===== config.mk =====
export PLATFORM = sky130hd
export DESIGN_NAME = ft2232h_tx_arbiter
export DESIGN_NICKNAME = d
export VERILOG_FILES = /design/src/rtl/ft2232h_pkg.sv /design/src/rtl/ft2232h_tx_arbiter_rr.sv /design/src/rtl/ft2232h_tx_arbiter.sv
export SDC_FILE = /design/constraint.sdc
export NUM_CORES = 1
export LEC_CHECK = 0
export ABC_AREA = 0
export CAP_MARGIN = 30
export CORE_ASPECT_RATIO = 1.4
export CORE_MARGIN = 2
export CORE_UTILIZATION = 45
export DETAILED_ROUTE_END_ITERATION = 8
export GPL_ROUTABILITY_DRIVEN = 0
export GPL_TIMING_DRIVEN = 1
export PLACE_DENSITY = 0.86
export SYNTH_ARGS = -nofsm -noshare
export SYNTH_HDL_FRONTEND = slang
export SYNTH_SLANG_ARGS = --single-unit

===== constraint.sdc =====
create_clock -name clk -period 4.4 [get_ports clk]
set_input_delay 0.44 -clock clk [delete_from_list [all_inputs] [get_ports clk]]
set_output_delay 0.44 -clock clk [all_outputs]
set_load 0.01 [all_outputs]

===== src/rtl/ft2232h_pkg.sv =====
// ft2232h_pkg: shared state encoding, channel id width and header-byte helper for the FT2232H transmit arbiter
package ft2232h_pkg;
  localparam int CH_W = 2;
  localparam logic [3:0] HDR_TAG_DEF = 4'hA;
  typedef enum logic [1:0] {IDLE = 2'd0, HDR = 2'd1, LEN = 2'd2, DATA = 2'd3} state_e;
  function automatic logic [7:0] hdr_byte(input logic [3:0] tag, input logic [CH_W-1:0] ch);
    return {tag, 2'b00, ch};
  endfunction
endpackage


===== src/rtl/ft2232h_tx_arbiter_rr.sv =====
// rr_arbiter: combinational round-robin pick starting just after the last-served channel
module rr_arbiter
  import ft2232h_pkg::*;
#(
  parameter int NUM_CH = 4
) (
  input  logic [NUM_CH-1:0] req_i,
  input  logic [CH_W-1:0]   ptr_i,
  output logic [NUM_CH-1:0] gnt_o,
  output logic [CH_W-1:0]   idx_o
);
  logic [CH_W-1:0] c;
  logic found;
  // scan from ptr+1 upward with wrap; the last-served channel is looked at last
  always_comb begin
    gnt_o = '0;
    idx_o = '0;
    found = 1'b0;
    c = '0;
    for (int i = 1; i <= NUM_CH; i++) begin
      c = CH_W'((int'(ptr_i) + i) % NUM_CH);
      if (!found && req_i[c]) begin
        gnt_o[c] = 1'b1;
        idx_o = c;
        found = 1'b1;
      end
    end
  end
endmodule


===== src/rtl/ft2232h_tx_arbiter.sv =====
// ft2232h_tx_arbiter: packet-granular round-robin sharing of the FT2232H sync-FIFO transmit path
module ft2232h_tx_arbiter
  import ft2232h_pkg::*;
#(
  parameter int         NUM_CH  = 4,
  parameter logic [3:0] HDR_TAG = HDR_TAG_DEF
) (
  input  logic                clk,
  input  logic                reset,
  input  logic                txe_n,
  output logic                wr_n,
  output logic [7:0]          data_out,
  input  logic [NUM_CH-1:0]   req,
  input  logic [8*NUM_CH-1:0] req_len,
  input  logic [8*NUM_CH-1:0] s_data,
  input  logic [NUM_CH-1:0]   s_valid,
  output logic [NUM_CH-1:0]   s_ready,
  output logic [NUM_CH-1:0]   grant,
  output logic                busy,
  output logic                pkt_done
);
  state_e state_q, state_d;
  logic [NUM_CH-1:0] grant_q, grant_d, pick;
  logic [CH_W-1:0] ch_q, ch_d, ptr_q, ptr_d, pick_idx;
  logic [7:0] rem_q, rem_d, data_q, data_d;
  logic hold_valid_q, hold_valid_d, pkt_done_q, pkt_done_d;
  logic slot_free;

  rr_arbiter #(.NUM_CH(NUM_CH)) u_rr (
    .req_i(req),
    .ptr_i(ptr_q),
    .gnt_o(pick),
    .idx_o(pick_idx)
  );

  // holding slot is free when empty or when its byte is being written this edge
  assign slot_free = ~hold_valid_q | ~txe_n;
  assign wr_n = ~(hold_valid_q & ~txe_n);
  assign data_out = data_q;
  assign grant = grant_q;
  assign busy = state_q != IDLE;
  assign pkt_done = pkt_done_q;

  // state and holding register; async reset drops wr_n immediately and abandons any partial packet
  always_ff @(posedge clk or posedge reset)
    if (reset) begin
      state_q <= IDLE;
      grant_q <= '0;
      ch_q <= '0;
      ptr_q <= CH_W'(NUM_CH - 1);
      rem_q <= '0;
      data_q <= 8'h00;
      hold_valid_q <= 1'b0;
      pkt_done_q <= 1'b0;
    end else begin
      state_q <= state_d;
      grant_q <= grant_d;
      ch_q <= ch_d;
      ptr_q <= ptr_d;
      rem_q <= rem_d;
      data_q <= data_d;
      hold_valid_q <= hold_valid_d;
      pkt_done_q <= pkt_done_d;
    end

  // framing sequence header, length, payload; every load happens only into a free slot
  always_comb begin
    state_d = state_q;
    grant_d = grant_q;
    ch_d = ch_q;
    ptr_d = ptr_q;
    rem_d = rem_q;
    data_d = data_q;
    hold_valid_d = hold_valid_q & ~slot_free;
    pkt_done_d = 1'b0;
    s_ready = '0;
    unique case (state_q)
      IDLE: if (|req) begin
        grant_d = pick;
        ch_d = pick_idx;
        rem_d = req_len[pick_idx*8 +: 8];
        state_d = HDR;
      end
      HDR: if (slot_free) begin
        hold_valid_d = 1'b1;
        data_d = hdr_byte(HDR_TAG, ch_q);
        state_d = LEN;
      end
      LEN: if (slot_free) begin
        hold_valid_d = 1'b1;
        data_d = rem_q;
        state_d = rem_q == 8'd0 ? IDLE : DATA;
        if (rem_q == 8'd0) begin
          pkt_done_d = 1'b1;
          grant_d = '0;
          ptr_d = ch_q;
        end
      end
      DATA: begin
        s_ready[ch_q] = slot_free;
        if (s_valid[ch_q] && slot_free) begin
          hold_valid_d = 1'b1;
          data_d = s_data[ch_q*8 +: 8];
          rem_d = rem_q - 8'd1;
          if (rem_q == 8'd1) begin
            pkt_done_d = 1'b1;
            grant_d = '0;
            ptr_d = ch_q;
            state_d = IDLE;
          end
        end
      end
      default: state_d = IDLE;
    endcase
  end
endmodule


# ---- Word-level counts from Yosys, hierarchy flattened
# Cells that the tools add are included.
dict set report word_totals {
  regBits 28
  out_inout_bits 19
  inputBits 75
  word_cells 138
}
dict set report classes {
  n_eq_ne 10
  mux 65
  shift 2
  bitwise_logic 11
  reduce_logical 27
  magnitude_cmp 10
  addsub 5
}
# cell count
set ops {}
lappend ops {{32-bit by 6-bit indexed part select with 8-bit output} 2}
lappend ops {{4-bit 2-to-1 mux} 10}
lappend ops {{8-bit 2-to-1 mux} 5}
lappend ops {{2-bit 2-to-1 mux} 14}
lappend ops {{8-bit one-hot mux with 3 select lines} 1}
lappend ops {{1-bit 2-to-1 mux} 19}
lappend ops {{8-bit one-hot mux with 2 select lines} 1}
lappend ops {{2-bit by 3-bit less-than comparator with 1-bit output (second input constant)} 5}
lappend ops {{2-bit != test (second input constant)} 6}
lappend ops {{4-bit bitwise OR} 3}
lappend ops {{4-bit one-hot mux with 3 select lines} 1}
lappend ops {{1-bit binary-select mux with 2-bit select} 5}
lappend ops {{1-bit demux with 2-bit select} 5}
lappend ops {{2-bit by 1-bit >= comparator with 1-bit output (second input constant)} 5}
lappend ops {{5-bit AND reduction} 2}
lappend ops {{1-bit logical AND} 9}
lappend ops {{8-bit by 1-bit == test with 1-bit output (second input constant)} 1}
lappend ops {{8-bit zero test} 1}
lappend ops {{2-bit one-hot mux with 4 select lines} 1}
lappend ops {{8-bit by 1-bit subtractor with 8-bit output (second input constant)} 1}
lappend ops {{6-bit AND reduction} 1}
lappend ops {{2-bit nonzero test} 3}
lappend ops {{3-bit nonzero test} 2}
lappend ops {{2-bit by 1-bit adder with 2-bit output (second input constant)} 2}
lappend ops {{16 further kinds} 25}

# ---- Depth between registers and ports, before layout
dict set report logic_depth {
  word_depth 16
  mapped_depth 10
}

# ---- Cells and area by module
# A second synthesis with hierarchy kept.
dict set report unflattened {
  hier_cells 285
  area_unflattened_um2 2701.3
}
# mod n_inst cells_each area_per_inst_um2
set modules_own_cells {}
lappend modules_own_cells {ft2232h_tx_arbiter 1 217 2155.8}
lappend modules_own_cells {rr_arbiter 1 68 545.5}

# ---- Worst setup path after synthesis
# No wires, ideal clock.
dict set report synth_timing {
  path_kind {register to register}
  start {reg ptr_q[0]}
  end {reg rem_q[0]}
  arrival_time_ps 3178
  slack_ps 1096
  n_path_buf 2
  setup_time_ps 126
  stages_incl_launch_ff 11
  cell_sequence {dfstp_2 > buf_2 > clkinv_1 > ha_1 > mux4_2 > o21ba_1 > or3_4 > and2_4 > buf_6 > mux2_4 > a221o_1}
}
dict set report synth_between {
  elab_chain_len 16
  elab_cells_between_ends 28
  cone_classes {add/sub (4); shift (1); mux (17); reduce/logical (6)}
}
# item line
set synth_lines {}
lappend synth_lines {{start, declared} ft2232h_tx_arbiter.sv:24} ;# logic [CH_W-1:0] ch_q, ch_d, ptr_q, ptr_d, pick_idx;
lappend synth_lines {{start signal, assigned} ft2232h_tx_arbiter.sv:50} ;# ptr_q <= CH_W'(NUM_CH - 1);
lappend synth_lines {{start signal, assigned} ft2232h_tx_arbiter.sv:59} ;# ptr_q <= ptr_d;
lappend synth_lines {{2-bit by 1-bit adder with 2-bit output} ft2232h_tx_arbiter_rr.sv:21} ;# c = CH_W'((int'(ptr_i) + i) % NUM_CH);
lappend synth_lines {{1-bit binary-select mux with 2-bit select} ft2232h_tx_arbiter_rr.sv:22} ;# if (!found && req_i[c]) begin
lappend synth_lines {{1-bit 2-to-1 mux (not written as such)} ft2232h_tx_arbiter_rr.sv:22}
lappend synth_lines {{1-bit 2-to-1 mux} ft2232h_tx_arbiter_rr.sv:22}
lappend synth_lines {{1-bit zero test} ft2232h_tx_arbiter_rr.sv:22}
lappend synth_lines {{1-bit logical AND} ft2232h_tx_arbiter_rr.sv:22}
lappend synth_lines {{1-bit 2-to-1 mux} ft2232h_tx_arbiter_rr.sv:22}
lappend synth_lines {{1-bit zero test} ft2232h_tx_arbiter_rr.sv:22}
lappend synth_lines {{1-bit logical AND} ft2232h_tx_arbiter_rr.sv:22}
lappend synth_lines {{1-bit 2-to-1 mux} ft2232h_tx_arbiter_rr.sv:22}
lappend synth_lines {{1-bit zero test} ft2232h_tx_arbiter_rr.sv:22}
lappend synth_lines {{1-bit logical AND} ft2232h_tx_arbiter_rr.sv:22}
lappend synth_lines {{2-bit 2-to-1 mux (*)} ft2232h_tx_arbiter_rr.sv:22}
lappend synth_lines {{32-bit by 6-bit indexed part select with 8-bit output (*)} ft2232h_tx_arbiter.sv:81} ;# rem_d = req_len[pick_idx*8 +: 8];
lappend synth_lines {{8-bit 2-to-1 mux (*)} ft2232h_tx_arbiter.sv:78} ;# IDLE: if (|req) begin
lappend synth_lines {{8-bit one-hot mux with 2 select lines (*)} ft2232h_tx_arbiter.sv:77} ;# unique case (state_q)
lappend synth_lines {{end signal, assigned} ft2232h_tx_arbiter.sv:60} ;# rem_q <= rem_d;
lappend synth_lines {{end, declared} ft2232h_tx_arbiter.sv:25} ;# logic [7:0] rem_q, rem_d, data_q, data_d;
# Every way passes the cells marked *; elsewhere a longest branch is shown, timed or not. The select of a mux whose other input is x is not followed.
# A chain may end at the register's enable or synchronous reset.

# ---- Worst setup path after layout
dict set report layout_timing {
  start {reg ptr_q[1]}
  end {reg rem_q[0]}
}
# The elaborated chain is that of the path after synthesis.

==> out/metrics.yaml <==
run_status:
  status: "complete, no violations"
power_and_ir_drop:
  internal_power_mw: 1.23
  power_switching_mw: 1.12
  clockPowerShare_pct: 6.9
  p_per_area_nw_per_um2: 650
  finalPower_mw: 2.35
  seq_power_share_pct: 23.6
  pwr-share-comb_pct: 69.4
  p_sw_share_pct: 47.7
  power.static_leakage_nw: 1.43
  ir_drop_v: 0.000371
floorplanning:
  die_x_um: 67.7
  die_y_um: 93.2
  design.core.area_um2: 5490
  rows: 32
  start_util_pct: 46.6
  die_area_um2: 6310
  ios: 94
global_route:
  grt_max_degree: 26
  grt_pass1_vias: 2595
  antenna_found_initial: 0
  grt_overflow: 0
  grt_pass1_wl_um: 12000
  gr-usage-all-layers_pct: 24.6
drt:
  drc: 0
  wl_per_cell_um: 17.3
  drt_wl_total_um: 7690
  ant_nets: 0
  num_vias: 2672
  via_per_inst: 6.00
  drt-initial-drc-count: 152
  drtPass1Iterations: 5
clock_network:
  cts_resized: 0
  clkTransAtPathRegs_ns: 0.10
  cts_max_level: 1
  cts_buffers: 3
  clockBufferDepth: 2
  holdBufCountCts: 0
  postCtsSetupBuffers: 0
  insertion_delay_ns: 0.28
  cts_tree: "done"
  cts.root.buffer_cell: "clkbuf_8"
  cts.sinks: 28
final_layout:
  antennaDiodeCount: 0
  area_delta_synth_final_pct: 41.4
  drive_gt1_share_pct: 9.55
  final_cells: 445
  final_nets: 468
  fin_util_pct: 65.9
logic_synthesis:
  synth_cells: 289
  synth-simple-area-share_pct: 18.6
  ys_types: 53
  synth.area.mux_share_pct: 18.2
  seq_area_frac_synth_pct: 27.5
  synth_xor_xnor_area_share_pct: 0
  synth-seq-cells: 28
  syn_avg_cell_area_um2: 8.85
  async_flop_share_pct: 100
  yosysWarningCount: 0
  synth_adder_area_share_pct: 7.33
  synthTopCellsByCount: "dfrtp_1 (26), nand2_1 (26), nor2_1 (26), a21oi_1 (21), o21ai_0 (21)"
  yosysTopAreaCell: "dfrtp_1"
  yosys_most_used_dff: "dfrtp_1"
  synth_top_area_share_pct: 25.4
  synth-edff-count: 0
  synth_top_family_by_area: "compound AO/OA/AOI/OAI gates"
  synth_area_leaders: "dfrtp_1 (25%), mux4_2 (9.7%), ha_1 (7.3%)"
  syn_area_um2: 2560
  synth_compound_area_share_pct: 23.9
  syn_nets: 379
timing:
  tightest_slew_ns: 0.806
  fin_worst_skew_ns: 0.00663
  finalSetupTns_ns: 0
  setup_violations: 0
  fin_crit_sh_pct: 69.4
  slew_violations: 0
  rsz0062_at_grt: "no"
  finalHoldViolCount: 0
  finalHoldWorstSlack_ns: 0.495
  max_slew_margin_pct: 45.8
  min_period_ns: 3.05
  fmax_ghz: 0.327
job:
  maxCapViolCount: 0
setup_path:
  critPathMaxFanout: 10
  reg2reg_slack_ns: 1.35
  arrival_ns: 3.23
  crit_type: "register to register"
  cp-end-kind: "register"
  crit_required_ns: 4.57
  crit_path_start_kind: "register"
placed_design:
  portBuffers: 93
  place_inst: 441
  dp_hpwl_um: 6130
worst_hold_path:
  min-delay-path-class: "input port to async pin"
critical path, cell delays in order (launching register included):
cell     delay (ns)
dfstp_2        0.66
inv_1          0.15
ha_1           0.38
mux4_2         0.35
and2b_1        0.24
o21ai_1        0.26
and2_4         0.31
mux2_4         0.32
a221o_1        0.29
cell type report:
class	instances	area, um^2
sequential	28	703
multi-input combinational	235	1740
clock buffer	4	55.1
fill	467	1870
inverter	12	45.0
tap	68	85.1
timing repair buffer	98	988
final timing paths:
kind	startpoint	endpoint	cells after the start
worst max register to register	ptr_q[1]	rem_q[0]	8
worst max-delay path	ptr_q[1]	rem_q[0]	8
max in group asynchronous	reset	ptr_q[0]	3
worst min register to register	grant[3]	grant[3]	2
min in group clk	grant[3]	grant[3]	2
worst min-delay path	reset	data_out[4]	2
power groups by stage:
stage	clock, mW	sequential, mW	combinational [mW]
after global placement	0	0.550	1.55
after CTS	0.165	0.553	1.62
after detailed placement	0	0.560	1.61
after global routing	0.175	0.570	1.80
after floorplan	0	0.511	1.17
final	0.163	0.555	1.63
metal layers:
| metal | up-vias | share of wire [%] | routed length (um) | track usage, % |
|---|---|---|---|---|
| met5 | - | 0 | 0 | 0 |
| li1 | 1280 | - | - | - |
| met3 | 13 | 6.7 | 515 | 3.25 |
| met4 | 0 | 1.7 | 133 | 6.46 |
| met1 | 1261 | 39 | 3020 | 28.3 |
| met2 | 118 | 52 | 4020 | 45.8 |
logic make-up after synthesis:
| family | Yosys count |
|---|---|
| AOI/OAI and AO/OA | 94 |
| buffers and inverters | 26 |
| muxes | 31 |
| and+or+nand+nor | 95 |
| DFF | 28 |
| adders and majority gates | 15 |
state kept, by name, indices dropped and copies added (netlist names):
register	flops
rem_q	8
grant	4
state_q	2
data_out	8
ch_q	2
pkt_done	1
ptr_q	2
hold_valid_q	1
metrics by stage:
stage / setup WS [ns] / area, um^2
global placement: 1.43 / 3530
CTS: 1.36 / 3620
floorplan: 1.10 / 2560
finish: 1.35 / 3620
detailed placement: 1.35 / 3560
global route: 1.16 / 3620
layout by cell type, fill, tap and decap left out, types with 10 or more instances in the layout:
cell and instances:
mux4_2 11, mux2i_1 12, nand2_1 26, a22oi_1 10
a21oi_1 21, dfrtp_1 26, inv_1 11, ha_1 15
o21ai_0 21, nor2_1 26, clkdlybuf4s50_1 93
No activity file was read; power rests on OpenSTA's default activity.
